===== config.mk =====
export PLATFORM = sky130hd
export DESIGN_NAME = sys_ctrl
export DESIGN_NICKNAME = d
export VERILOG_FILES = /design/src/rtl/sys_ctrl.sv
export SDC_FILE = /design/constraint.sdc
export NUM_CORES = 1
export LEC_CHECK = 0
export BUFFER_PORTS_ARGS = -buffer_cell sky130_fd_sc_hd__buf_2
export CAP_MARGIN = 20
export CELL_PAD_IN_SITES_DETAIL_PLACEMENT = 0
export CELL_PAD_IN_SITES_GLOBAL_PLACEMENT = 1
export CORE_ASPECT_RATIO = 0.9
export CORE_UTILIZATION = 38
export DETAILED_ROUTE_END_ITERATION = 8
export PLACE_DENSITY = 0.73
export SYNTH_ARGS = -nofsm -noshare
export SYNTH_HDL_FRONTEND = slang
export SYNTH_SLANG_ARGS = --single-unit

===== constraint.sdc =====
create_clock -name CLK -period 1.6 [get_ports CLK]
set_clock_uncertainty 0.1 [all_clocks]
set_input_delay 0.48 -clock CLK [delete_from_list [all_inputs] [get_ports CLK]]
set_output_delay 0.48 -clock CLK [all_outputs]
set_load 0.01 [all_outputs]

===== src/rtl/sys_ctrl.sv =====
// sys_ctrl: command-decoding controller between a UART-style RX byte stream,
// a register file, an ALU and a TX FIFO.
//
// Commands (first byte decoded in IDLE):
//   0xAA addr data        -> register-file write
//   0xBB addr             -> register-file read, read byte returned on TX
//   0xCC opA opB fun      -> write opA/opB to regs 0/1, start ALU, send result
//   0xDD fun              -> start ALU on current regs 0/1, send result
//
// Ports:
//   CLK, RST (async, active-low)
//   RX_P_DATA/RX_D_VLD          : incoming byte + one-cycle strobe
//   RdData/RdData_VLD           : register-file read return
//   ALU_OUT/ALU_OUT_VLD         : ALU result return
//   FIFO_FULL                   : TX FIFO back-pressure
//   WrEn/RdEn/Address/WrData    : register-file access
//   ALU_EN/ALU_FUN/CLK_EN       : ALU start, function, clock-gate enable
//   TX_P_DATA/TX_D_VLD          : byte to TX FIFO
//
// Every output comes straight from a flop; next-state values are computed
// one cycle ahead in the combinational process.
module sys_ctrl #(
  parameter int DATA_WIDTH = 8,
  parameter int ADDR_WIDTH = 4
) (
  input  logic                    CLK,
  input  logic                    RST,
  input  logic [DATA_WIDTH-1:0]   RX_P_DATA,
  input  logic                    RX_D_VLD,
  input  logic [DATA_WIDTH-1:0]   RdData,
  input  logic                    RdData_VLD,
  input  logic [2*DATA_WIDTH-1:0] ALU_OUT,
  input  logic                    ALU_OUT_VLD,
  input  logic                    FIFO_FULL,
  output logic                    WrEn,
  output logic                    RdEn,
  output logic [ADDR_WIDTH-1:0]   Address,
  output logic [DATA_WIDTH-1:0]   WrData,
  output logic                    ALU_EN,
  output logic [3:0]              ALU_FUN,
  output logic                    CLK_EN,
  output logic [DATA_WIDTH-1:0]   TX_P_DATA,
  output logic                    TX_D_VLD
);

  localparam logic [DATA_WIDTH-1:0] CMD_WR  = DATA_WIDTH'(8'hAA);
  localparam logic [DATA_WIDTH-1:0] CMD_RD  = DATA_WIDTH'(8'hBB);
  localparam logic [DATA_WIDTH-1:0] CMD_OP  = DATA_WIDTH'(8'hCC);
  localparam logic [DATA_WIDTH-1:0] CMD_FUN = DATA_WIDTH'(8'hDD);

  typedef enum logic [3:0] {
    IDLE, WR_ADDR, WR_DATA, RD_ADDR, RD_WAIT, TX_RD,
    OPA, OPB, FUN, ALU_WAIT, TX_LO, TX_HI
  } state_t;

  state_t                  state_q, state_d;
  logic [ADDR_WIDTH-1:0]   wr_addr_q, wr_addr_d;
  logic                    wren_q, wren_d, rden_q, rden_d;
  logic [ADDR_WIDTH-1:0]   address_q, address_d;
  logic [DATA_WIDTH-1:0]   wrdata_q, wrdata_d;
  logic                    alu_en_q, alu_en_d;
  logic [3:0]              alu_fun_q, alu_fun_d;
  logic                    clk_en_q, clk_en_d;
  logic [DATA_WIDTH-1:0]   tx_data_q, tx_data_d;
  logic                    tx_vld_q, tx_vld_d;
  logic [DATA_WIDTH-1:0]   rd_cap_q, rd_cap_d;
  logic [2*DATA_WIDTH-1:0] alu_cap_q, alu_cap_d;

  always_ff @(posedge CLK or negedge RST) begin
    if (!RST) begin
      state_q   <= IDLE;
      wr_addr_q <= '0;
      wren_q    <= 1'b0;
      rden_q    <= 1'b0;
      address_q <= '0;
      wrdata_q  <= '0;
      alu_en_q  <= 1'b0;
      alu_fun_q <= '0;
      clk_en_q  <= 1'b0;
      tx_data_q <= '0;
      tx_vld_q  <= 1'b0;
      rd_cap_q  <= '0;
      alu_cap_q <= '0;
    end else begin
      state_q   <= state_d;
      wr_addr_q <= wr_addr_d;
      wren_q    <= wren_d;
      rden_q    <= rden_d;
      address_q <= address_d;
      wrdata_q  <= wrdata_d;
      alu_en_q  <= alu_en_d;
      alu_fun_q <= alu_fun_d;
      clk_en_q  <= clk_en_d;
      tx_data_q <= tx_data_d;
      tx_vld_q  <= tx_vld_d;
      rd_cap_q  <= rd_cap_d;
      alu_cap_q <= alu_cap_d;
    end
  end

  always_comb begin
    state_d   = state_q;
    wr_addr_d = wr_addr_q;
    wren_d    = 1'b0;
    rden_d    = 1'b0;
    address_d = address_q;
    wrdata_d  = wrdata_q;
    alu_en_d  = 1'b0;
    alu_fun_d = alu_fun_q;
    tx_data_d = tx_data_q;
    tx_vld_d  = 1'b0;
    rd_cap_d  = rd_cap_q;
    alu_cap_d = alu_cap_q;

    case (state_q)
      IDLE: if (RX_D_VLD) begin
        case (RX_P_DATA)
          CMD_WR:  state_d = WR_ADDR;
          CMD_RD:  state_d = RD_ADDR;
          CMD_OP:  state_d = OPA;
          CMD_FUN: state_d = FUN;
          default: state_d = IDLE;
        endcase
      end
      WR_ADDR: if (RX_D_VLD) begin
        wr_addr_d = RX_P_DATA[ADDR_WIDTH-1:0];
        state_d   = WR_DATA;
      end
      WR_DATA: if (RX_D_VLD) begin
        wren_d    = 1'b1;
        address_d = wr_addr_q;
        wrdata_d  = RX_P_DATA;
        state_d   = IDLE;
      end
      RD_ADDR: if (RX_D_VLD) begin
        rden_d    = 1'b1;
        address_d = RX_P_DATA[ADDR_WIDTH-1:0];
        state_d   = RD_WAIT;
      end
      RD_WAIT: if (RdData_VLD) begin
        rd_cap_d = RdData;
        state_d  = TX_RD;
      end
      TX_RD: if (!FIFO_FULL) begin
        tx_vld_d  = 1'b1;
        tx_data_d = rd_cap_q;
        state_d   = IDLE;
      end
      OPA: if (RX_D_VLD) begin
        wren_d    = 1'b1;
        address_d = ADDR_WIDTH'(0);
        wrdata_d  = RX_P_DATA;
        state_d   = OPB;
      end
      OPB: if (RX_D_VLD) begin
        wren_d    = 1'b1;
        address_d = ADDR_WIDTH'(1);
        wrdata_d  = RX_P_DATA;
        state_d   = FUN;
      end
      FUN: if (RX_D_VLD) begin
        alu_fun_d = RX_P_DATA[3:0];
        alu_en_d  = 1'b1;
        state_d   = ALU_WAIT;
      end
      ALU_WAIT: if (ALU_OUT_VLD) begin
        alu_cap_d = ALU_OUT;
        state_d   = TX_LO;
      end
      TX_LO: if (!FIFO_FULL) begin
        tx_vld_d  = 1'b1;
        tx_data_d = alu_cap_q[DATA_WIDTH-1:0];
        state_d   = TX_HI;
      end
      TX_HI: if (!FIFO_FULL) begin
        tx_vld_d  = 1'b1;
        tx_data_d = alu_cap_q[2*DATA_WIDTH-1:DATA_WIDTH];
        state_d   = IDLE;
      end
      default: state_d = IDLE;
    endcase

    // Registered from the next state so the gate is open exactly while the
    // FSM sits in FUN or ALU_WAIT.
    clk_en_d = (state_d == FUN) || (state_d == ALU_WAIT);
  end

  assign WrEn      = wren_q;
  assign RdEn      = rden_q;
  assign Address   = address_q;
  assign WrData    = wrdata_q;
  assign ALU_EN    = alu_en_q;
  assign ALU_FUN   = alu_fun_q;
  assign CLK_EN    = clk_en_q;
  assign TX_P_DATA = tx_data_q;
  assign TX_D_VLD  = tx_vld_q;

endmodule


## Yosys cells after proc, flatten, opt, wreduce, memory -nomap -nowiden

Index checks and enable logic that the tools add are counted.

| cells by class | value |
|---|---|
| eq/ne operators | 24 |
| muxes and demuxes | 28 |
| reduce and logical (&&, ||, !) cells | 14 |

Operator list:

| kind | count |
|---|---|
| $mux 4 | 15 |
| $pmux 4 s11 | 1 |
| $eq 8x8->1 const B | 4 |
| $pmux 4 s4 | 2 |
| $eq 4x4->1 const B | 6 |
| $mux 8 | 3 |
| $pmux 8 s3 | 1 |
| $eq 4x3->1 const B | 4 |
| $ne 2x2->1 const B | 7 |
| $reduce_and 2->1 | 5 |
| $eq 4x2->1 const B | 2 |
| $mux 1 | 6 |
| $reduce_or 3->1 | 2 |
| $reduce_and 5->1 | 1 |
| $eq 4x1->1 const B | 1 |
| $logic_not 4->1 | 1 |
| $reduce_and 4->1 | 1 |
| $reduce_bool 4->1 | 1 |
| $reduce_bool 3->1 | 1 |
| $reduce_or 2->1 | 1 |
| $logic_or 1x1->1 | 1 |

| word-level totals | value |
|---|---|
| flip-flop bits (word level) | 61 |
| output and inout port bits | 29 |

## Logic depth before layout (Yosys ltp)

Gate-level depths: netlist (run 1).

| logic depth | value |
|---|---|
| depth in word-level cells | 6 |
| gate-level depth with buffers | 6 |
| mapped depth without buffers | 4 |

## Least setup slack after synthesis (run 1)

Ideal clock, no wire load.

| timing | value |
|---|---|
| path type | flip-flop to flip-flop |
| from | reg state_q[2] |
| to | reg alu_fun_q[0] (netlist: ALU_FUN[0]) |
| library setup time | 125 ps |
| data arrival time | 1304 ps |
| required time | 1375 ps |
| slack | 71 ps |
| cell stages (with the launch flop) | 5 |
| buffers on the path | 1 |
| period minus slack after synthesis | 1529 ps |
| path through | dfrtp_1 and2b_4 and3_1 buf_2 mux2_4 |

| on the way | value |
|---|---|
| word-level cells in the longest chain between the ends | 2 |

RTL lines:

| what | line | text |
|---|---|---|
| start: declaration | 56 | `state_t state_q, state_d;` |
| start signal: assignment | 85 | `state_q <= state_d;` |
| $eq 4x4->1 | 115 | `case (state_q)` |
| $reduce_and 2->1 (no source line) | - |  |
| end signal: assignment | 92 | `alu_fun_q <= alu_fun_d;` |
| end: declaration | 62 | `logic [3:0] alu_fun_q, alu_fun_d;` |

Every way passes these cells.
A chain may end at the register's enable or synchronous reset.

## Final worst setup path (run 1)

| timing | value |
|---|---|
| from | reg state_q[3] |
| to | reg wrdata_q[1] (netlist: WrData[1]) |

| on the way | value |
|---|---|
| word-level cells in the longest chain between the ends | 3 |

RTL lines:

| what | line | text |
|---|---|---|
| $eq 4x3->1 or $eq 4x2->1 (tied branches) | 115 |  |
| $reduce_or 3->1 (no source line) (*) | - |  |
| $reduce_and 2->1 (no source line) (*) | - |  |
| end signal: assignment | 90 | `wrdata_q <= wrdata_d;` |
| end: declaration | 60 | `logic [DATA_WIDTH-1:0] wrdata_q, wrdata_d;` |

Every way passes the cells marked *; elsewhere a longest branch is shown, timed or not.

==> results.txt, run 1 <==
Status -> completed
DIE WIDTH -> 94.0 µm
Initial Utilization -> 0.401
Routed via count -> 2102
Core Area -> 7220 µm²
Rows -> 29
FF+latch area -> 1530 µm²
Cell count after synthesis -> 229
Post-Route WL -> 6420 µm
GRT overflow -> 0
Final TNS setup -> 0 ps
Syn_area_per_cell -> 12.6 µm²
PwrDens -> 1560 nW/µm²
Kind of critical path -> reg -> reg
Leading area contributor after synthesis -> dfrtp_1
DRC viols -> 0
Multi-input gate area -> 1390 µm²
Leakage -> 1.95 nW
Crit-path max FO -> 6
CP Launch Type -> flip-flop
Port Buffer Count -> 66
Warnings, synthesis -> 0
Top_reg_cell synth -> dfrtp_1
Syn nets -> 267
Cts hold-fix bufs -> 0
Pin count of the biggest net entering global routing -> 62
H-tree depth -> 3
Hold Crit Class -> in -> async
Reg clk slew, reported paths -> 70 ps
Vias in the first global route -> 2090
Fillers -> 650
Fin. max-slew vios -> 0
Maximum clock path buffer count -> 2
Post-synth ARST share -> 1.00
Share of layout cells above drive strength 1 -> 0.524
First-pass GRT wire length -> 10400 µm
Antenna-violating nets left -> 0
Max Freq -> 644 MHz
Dominant cells by area after synthesis -> dfrtp_1, mux2_4, mux2_1
Top cell type's share of synthesized area -> 0.527
Worst IR drop on VDD -> 0.570 mV
Post-synth cell types -> 44
Critical Path Sink Type -> flip-flop
RSZ-0062 raised after global routing -> yes
Dpl ws -> -93.1 ps
Crit-path slowest cell -> dfrtp_2
CP required -> 1720 ps
Worst Path Arrival -> 1670 ps
Final HPWL from detailed placement -> 4560 µm
Post-synth top cells -> dfrtp_1, mux2_1, nand2_1, mux2_4, nor2_1
Cell Chain, Critical Path -> and2b_2 -> nand2_4 -> nor2_4 -> mux2_4
Least-Margin Pin Slew -> 325 ps
Diodes inserted -> 0
Fin nets -> 367
Crit path largest cell delay -> 460 ps
Syn Std Cell Area -> 2900 µm²
Max-capacitance violation count -> 0
Vias/cell -> 4.92
Utilization after layout -> 0.533
First-pass detailed-route iteration total -> 4
CTS tree -> done
Final period util -> 0.970
Clock Latency Late Sink -> 330 ps
Fin crit period -> 1550 ps
WL per Instance -> 15.0 µm
I/O pins -> 67
Most common cell in the netlist -> dfrtp_1
FF+latch count, synth -> 61
Initial antenna violation count -> 0
Hold Vio Cnt, Final -> 0
Die Y -> 84.8 µm
Final setup violation count -> 0
CTS buffer count -> 9
Fraction of the yosys area taken by sequential cells -> 0.527
TritonCTS sink count -> 61
DRT iter0 DRCs -> 63
Final setup margin -> 47.4 ps
Root cell of the clock tree -> clkbuf_8
Slew headroom -> 0.783
Gr usage total -> 0.176
DIE AREA -> 7970 µm²
Number of synthesized flops with an enable pin -> 0
Synth-to-layout area growth -> 32.8%
RD Place Congestion -> 0.814
==> final timing paths <==
path / startpoint / to / slack (ps) / cells after the start
min in group CLK: ALU_OUT[6] / alu_cap_q[6]$_DFFE_PN0P_ / 280 / 2
max in group asynchronous: RST / state_q[0]$_DFF_PN0_ / 1070 / 2
worst max register to register: state_q[3]$_DFF_PN0_ / WrData[1]$_DFFE_PN0P_ / 50 / 4
worst min register to register: Address[1]$_DFFE_PN0P_ / Address[1]$_DFFE_PN0P_ / 370 / 2
worst min-delay path: RST / WrData[6]$_DFFE_PN0P_ / 50 / 2
worst max-delay path: state_q[3]$_DFF_PN0_ / WrData[1]$_DFFE_PN0P_ / 50 / 4
==> worst max-delay path, delay by kind of cell, from the launching register on <==
kind	cells	cell delay (ps)
DFF	1	460
muxes	1	310
and+or+nand+nor	3	560
==> stage by stage <==
step	instance area (µm²)	power, mW	cells	hold WS, ps
final	3850	5.99	427	50.4
after global routing	3850	6.37	427	68.7
after CTS	3740	5.81	426	53.3
after detailed placement	3510	4.52	407	366
after global placement	3510	4.46	407	361
after floorplan	2900	3.63	229	84.4
==> cell families after synthesis <==
kind of cell	Yosys count	share of synthesized area
buffers and inverters	13	0.0307
AO/OA/AOI/OAI	43	0.0938
multiplexers	51	0.212
flip-flops	61	0.527
AND/OR/NAND/NOR	61	0.136
==> cell type report <==
class,instances,share of cell area
Sequential cell,61,0.398
Tap cell,93,0.0303
Clock buffer,13,0.0413
Clock inverter,3,0.00520
Timing Repair Buffer,99,0.163
Multi-Input combinational cell,156,0.360
Inverter,2,0.00195
==> metal layers <==
| layer | part of all wire | vias up | GRT usage |
|---|---|---|---|
| li1 | - | 1022 | - |
| met1 | 0.49 | 1026 | 0.255 |
| met2 | 0.45 | 45 | 0.250 |
| met3 | 0.037 | 9 | 0.0448 |
| met4 | 0.016 | 0 | 0.0755 |
| met5 | 0 | - | 0 |
==> sequential cells by signal, summed over array words and instances, names as in the netlist <==
register,count
WrEn,1
WrData,8
ALU_FUN,4
wr_addr_q,4
TX_P_DATA,8
RdEn,1
ALU_EN,1
rd_cap_q,8
Address,4
TX_D_VLD,1
state_q,4
alu_cap_q,16
CLK_EN,1
==> where the power goes <==
part	total [mW]	switching, mW	internal [mW]
sequential	2.39	0.319	2.07
combinational	2.37	1.06	1.31
clock	1.23	0.587	0.645
==> cell usage in the layout, fill, tap and decap left out, drive strengths merged, types with 2 or more instances in the layout <==
cell type / netlist / final
and3: 3 / 3
a21oi: 11 / 11
nand2: 17 / 17
buf: 11 / 99
dfrtp: 61 / 61
inv: 2 / 2
clkinvlp: 0 / 2
nor4bb: 3 / 3
nand3: 7 / 7
a32oi: 3 / 3
nor2: 16 / 17
a21o: 2 / 2
and2b: 4 / 4
nand4: 2 / 2
o21a: 2 / 2
mux2i: 10 / 10
o21ai: 17 / 17
clkbuf: 0 / 13
mux2: 41 / 41
and2: 2 / 2
==> timing repair <==
item                       in CTS  in global routing
gates resized for setup         7                 27
buffers inserted                2                  2
hold endpoints to repair        0                  0
pin swaps                       2                  6
setup endpoints to repair      38                 27
gates cloned                    1                  0
(Power assumes the default switching activity.)
==> run 2, diff against run 1 <==
--- a/config.mk
+++ b/config.mk
@@ -13,6 +13,7 @@
 export CORE_UTILIZATION = 38
 export DETAILED_ROUTE_END_ITERATION = 8
 export PLACE_DENSITY = 0.73
+export SETUP_SLACK_MARGIN = 0.4
 export SYNTH_ARGS = -nofsm -noshare
 export SYNTH_HDL_FRONTEND = slang
 export SYNTH_SLANG_ARGS = --single-unit
==> results.txt, run 2 (synthesis results as in run 1) <==
Crit-path max FO -> 4 (-2)
Final HPWL from detailed placement -> 4540 µm (-0.45%)
PwrDens -> 1640 nW/µm² (+5.4%)
Routed via count -> 2358 (+12%)
Final instance area -> 4390 µm² (+14%)
Max Freq -> 630 MHz (-2.2%)
Max reg flops -> 16 (unchanged)
Vias/cell -> 5.10 (+3.7%)
First-pass detailed-route iteration total -> 4 (unchanged)
Initial antenna violation count -> 0 (unchanged)
Placed Cells -> 398 (-2.2%)
Hold Vio Cnt, Final -> 0 (unchanged)
Fin crit period -> 1590 ps (+35.4 ps)
Port Buffer Count -> 66 (unchanged)
First-pass GRT wire length -> 11500 µm (+11%)
Leakage -> 2.20 nW (+13%)
Fillers -> 610 (-6.2%)
Critical Path Sink Type -> flip-flop
I/O pins -> 67 (unchanged)
CTS tree -> done
CTS buffer count -> 9 (unchanged)
Area after DPL -> 3470 µm² (-1.2%)
GRT overflow -> 0 (unchanged)
Final Instance Count excl. Fillers -> 462 (+8.2%)
Kind of critical path -> reg -> reg
Length of routed met2 wiring -> 3810 µm (+31%)
DIE AREA -> 7970 µm² (unchanged)
RD Place Congestion -> 0.786 (-3.4%)
Top Layer Used -> met4
Met1 Wirelength -> 3780 µm (+19%)
Pin count of the biggest net entering global routing -> 62 (unchanged)
Worst Path Arrival -> 1710 ps (+40 ps)
Cts hold-fix bufs -> 0 (unchanged)
Rows -> 29 (unchanged)
Utilization after layout -> 0.608 (+0.0752)
Status -> completed
Synth-to-layout area growth -> 51.6%
Root cell of the clock tree -> clkbuf_8
Initial Utilization -> 0.401 (unchanged)
Final period util -> 0.993 (+0.0222)
Reg clk slew, reported paths -> 70 ps (about the same)
Antenna-violating nets left -> 0 (unchanged)
Final setup violation count -> 0 (unchanged)
WL per Instance -> 17.5 µm (+16%)
Die Y -> 84.8 µm (unchanged)
Maximum clock path buffer count -> 2 (unchanged)
Met3 Wirelength -> 346 µm (+46%)
Max-capacitance violation count -> 0 (unchanged)
Diodes inserted -> 0 (unchanged)
Vias in the first global route -> 2267 (+8.5%)
Worst IR drop on VDD -> 0.586 mV (+2.9%)
RSZ-0062 raised after global routing -> yes
DIE WIDTH -> 94.0 µm (unchanged)
H-tree depth -> 3 (unchanged)
Share of layout cells above drive strength 1 -> 0.640 (+0.116)
Gr usage total -> 0.196 (+0.0195)
Slew headroom -> 0.772 (-0.0115)
CP Launch Type -> flip-flop
Commonest non-fill, non-tap cell in the layout -> buf_2
DRC viols -> 0 (unchanged)
Largest Register -> alu_cap_q
Post-Route WL -> 8080 µm (+26%)
Highest-count cells in the layout ignoring fill and taps -> buf_2, dfrtp_1, buf_4, mux2_4, buf_6
CP required -> 1720 ps (about the same)
Hold Crit Class -> in -> async
Core Area -> 7220 µm² (unchanged)
Clock Latency Late Sink -> 350 ps (+20 ps)
Fin nets -> 402 (+9.5%)
Final TNS setup -> 0 ps (unchanged)
TritonCTS sink count -> 61 (unchanged)
DRT iter0 DRCs -> 186 (+200%)
Least-Margin Pin Slew -> 338 ps (+12.6 ps)
Fin. max-slew vios -> 0 (unchanged)
[run 2: layer usage]
| layer | vias to the layer above | global-route usage |
|---|---|---|
| met2 | 60 | 0.272 |
| met5 | - | 0 |
| li1 | 1110 | - |
| met4 | 0 | 0.106 |
| met3 | 13 | 0.0439 |
| met1 | 1175 | 0.282 |
[run 2: through the flow]
stage	hold slack, ps	total power [mW]	worst slack [ps]
2_1_floorplan	84.4	3.71	107
3_3_place_gp	362	4.42	-44.1
3_5_place_dp	362	4.48	-102
4_1_cts	37.6	6.64	46.0
5_1_grt	50.8	7.56	-9.23
6_report	28.4	7.20	11.9
[run 2: repair_timing]
| item | in CTS | in global routing |
|---|---|---|
| setup buffers | 25 | 18 |
| gates resized for setup | 32 | 41 |
| gates cloned | 3 | 2 |
| endpoints found under the setup margin | 90 | 90 |
| pin swaps | 10 | 24 |
[run 2: area by class of cell]
type                    instances  area (µm²)  area share
clock inverters                 6        86.3      0.0197
clock buffers                  10         138      0.0314
well taps                      93         116      0.0265
flip-flops and latches         61        1530       0.349
repair buffers                131         952       0.217
inverters                       2        7.51     0.00171
multi-input cells             159        1560       0.355
[run 2: path summary, 6_finish.rpt]
path                                        start  slack [ps]  cells after the start                   endpoint
setup reg to reg             state_q[2]$_DFF_PN0_          10                      5       state_q[0]$_DFF_PN0_
hold reg to reg            Address[0]$_DFFE_PN0P_         390                      1     Address[0]$_DFFE_PN0P_
setup / recovery             state_q[2]$_DFF_PN0_          10                      5       state_q[0]$_DFF_PN0_
min in group CLK                      ALU_OUT[15]         260                      2  alu_cap_q[15]$_DFFE_PN0P_
max in group asynchronous                     RST        1080                      2       state_q[3]$_DFF_PN0_
hold / removal                                RST          30                      2     Address[2]$_DFFE_PN0P_
[run 2: power breakdown]
| part | leakage (nW) | internal (mW) | switching [mW] |
|---|---|---|---|
| clock network | 0.112 | 0.916 | 0.642 |
| logic | 1.30 | 1.87 | 1.35 |
| registers | 0.789 | 2.07 | 0.352 |
| total | 2.20 | 4.85 | 2.35 |
[run 2: critical path, cell delays in order (launching register included)]
cell and delay [ps]:
dfrtp_1 430, buf_6 150, or2b_4 230, o2bb2ai_2 60
a22o_1 210, a211o_1 290
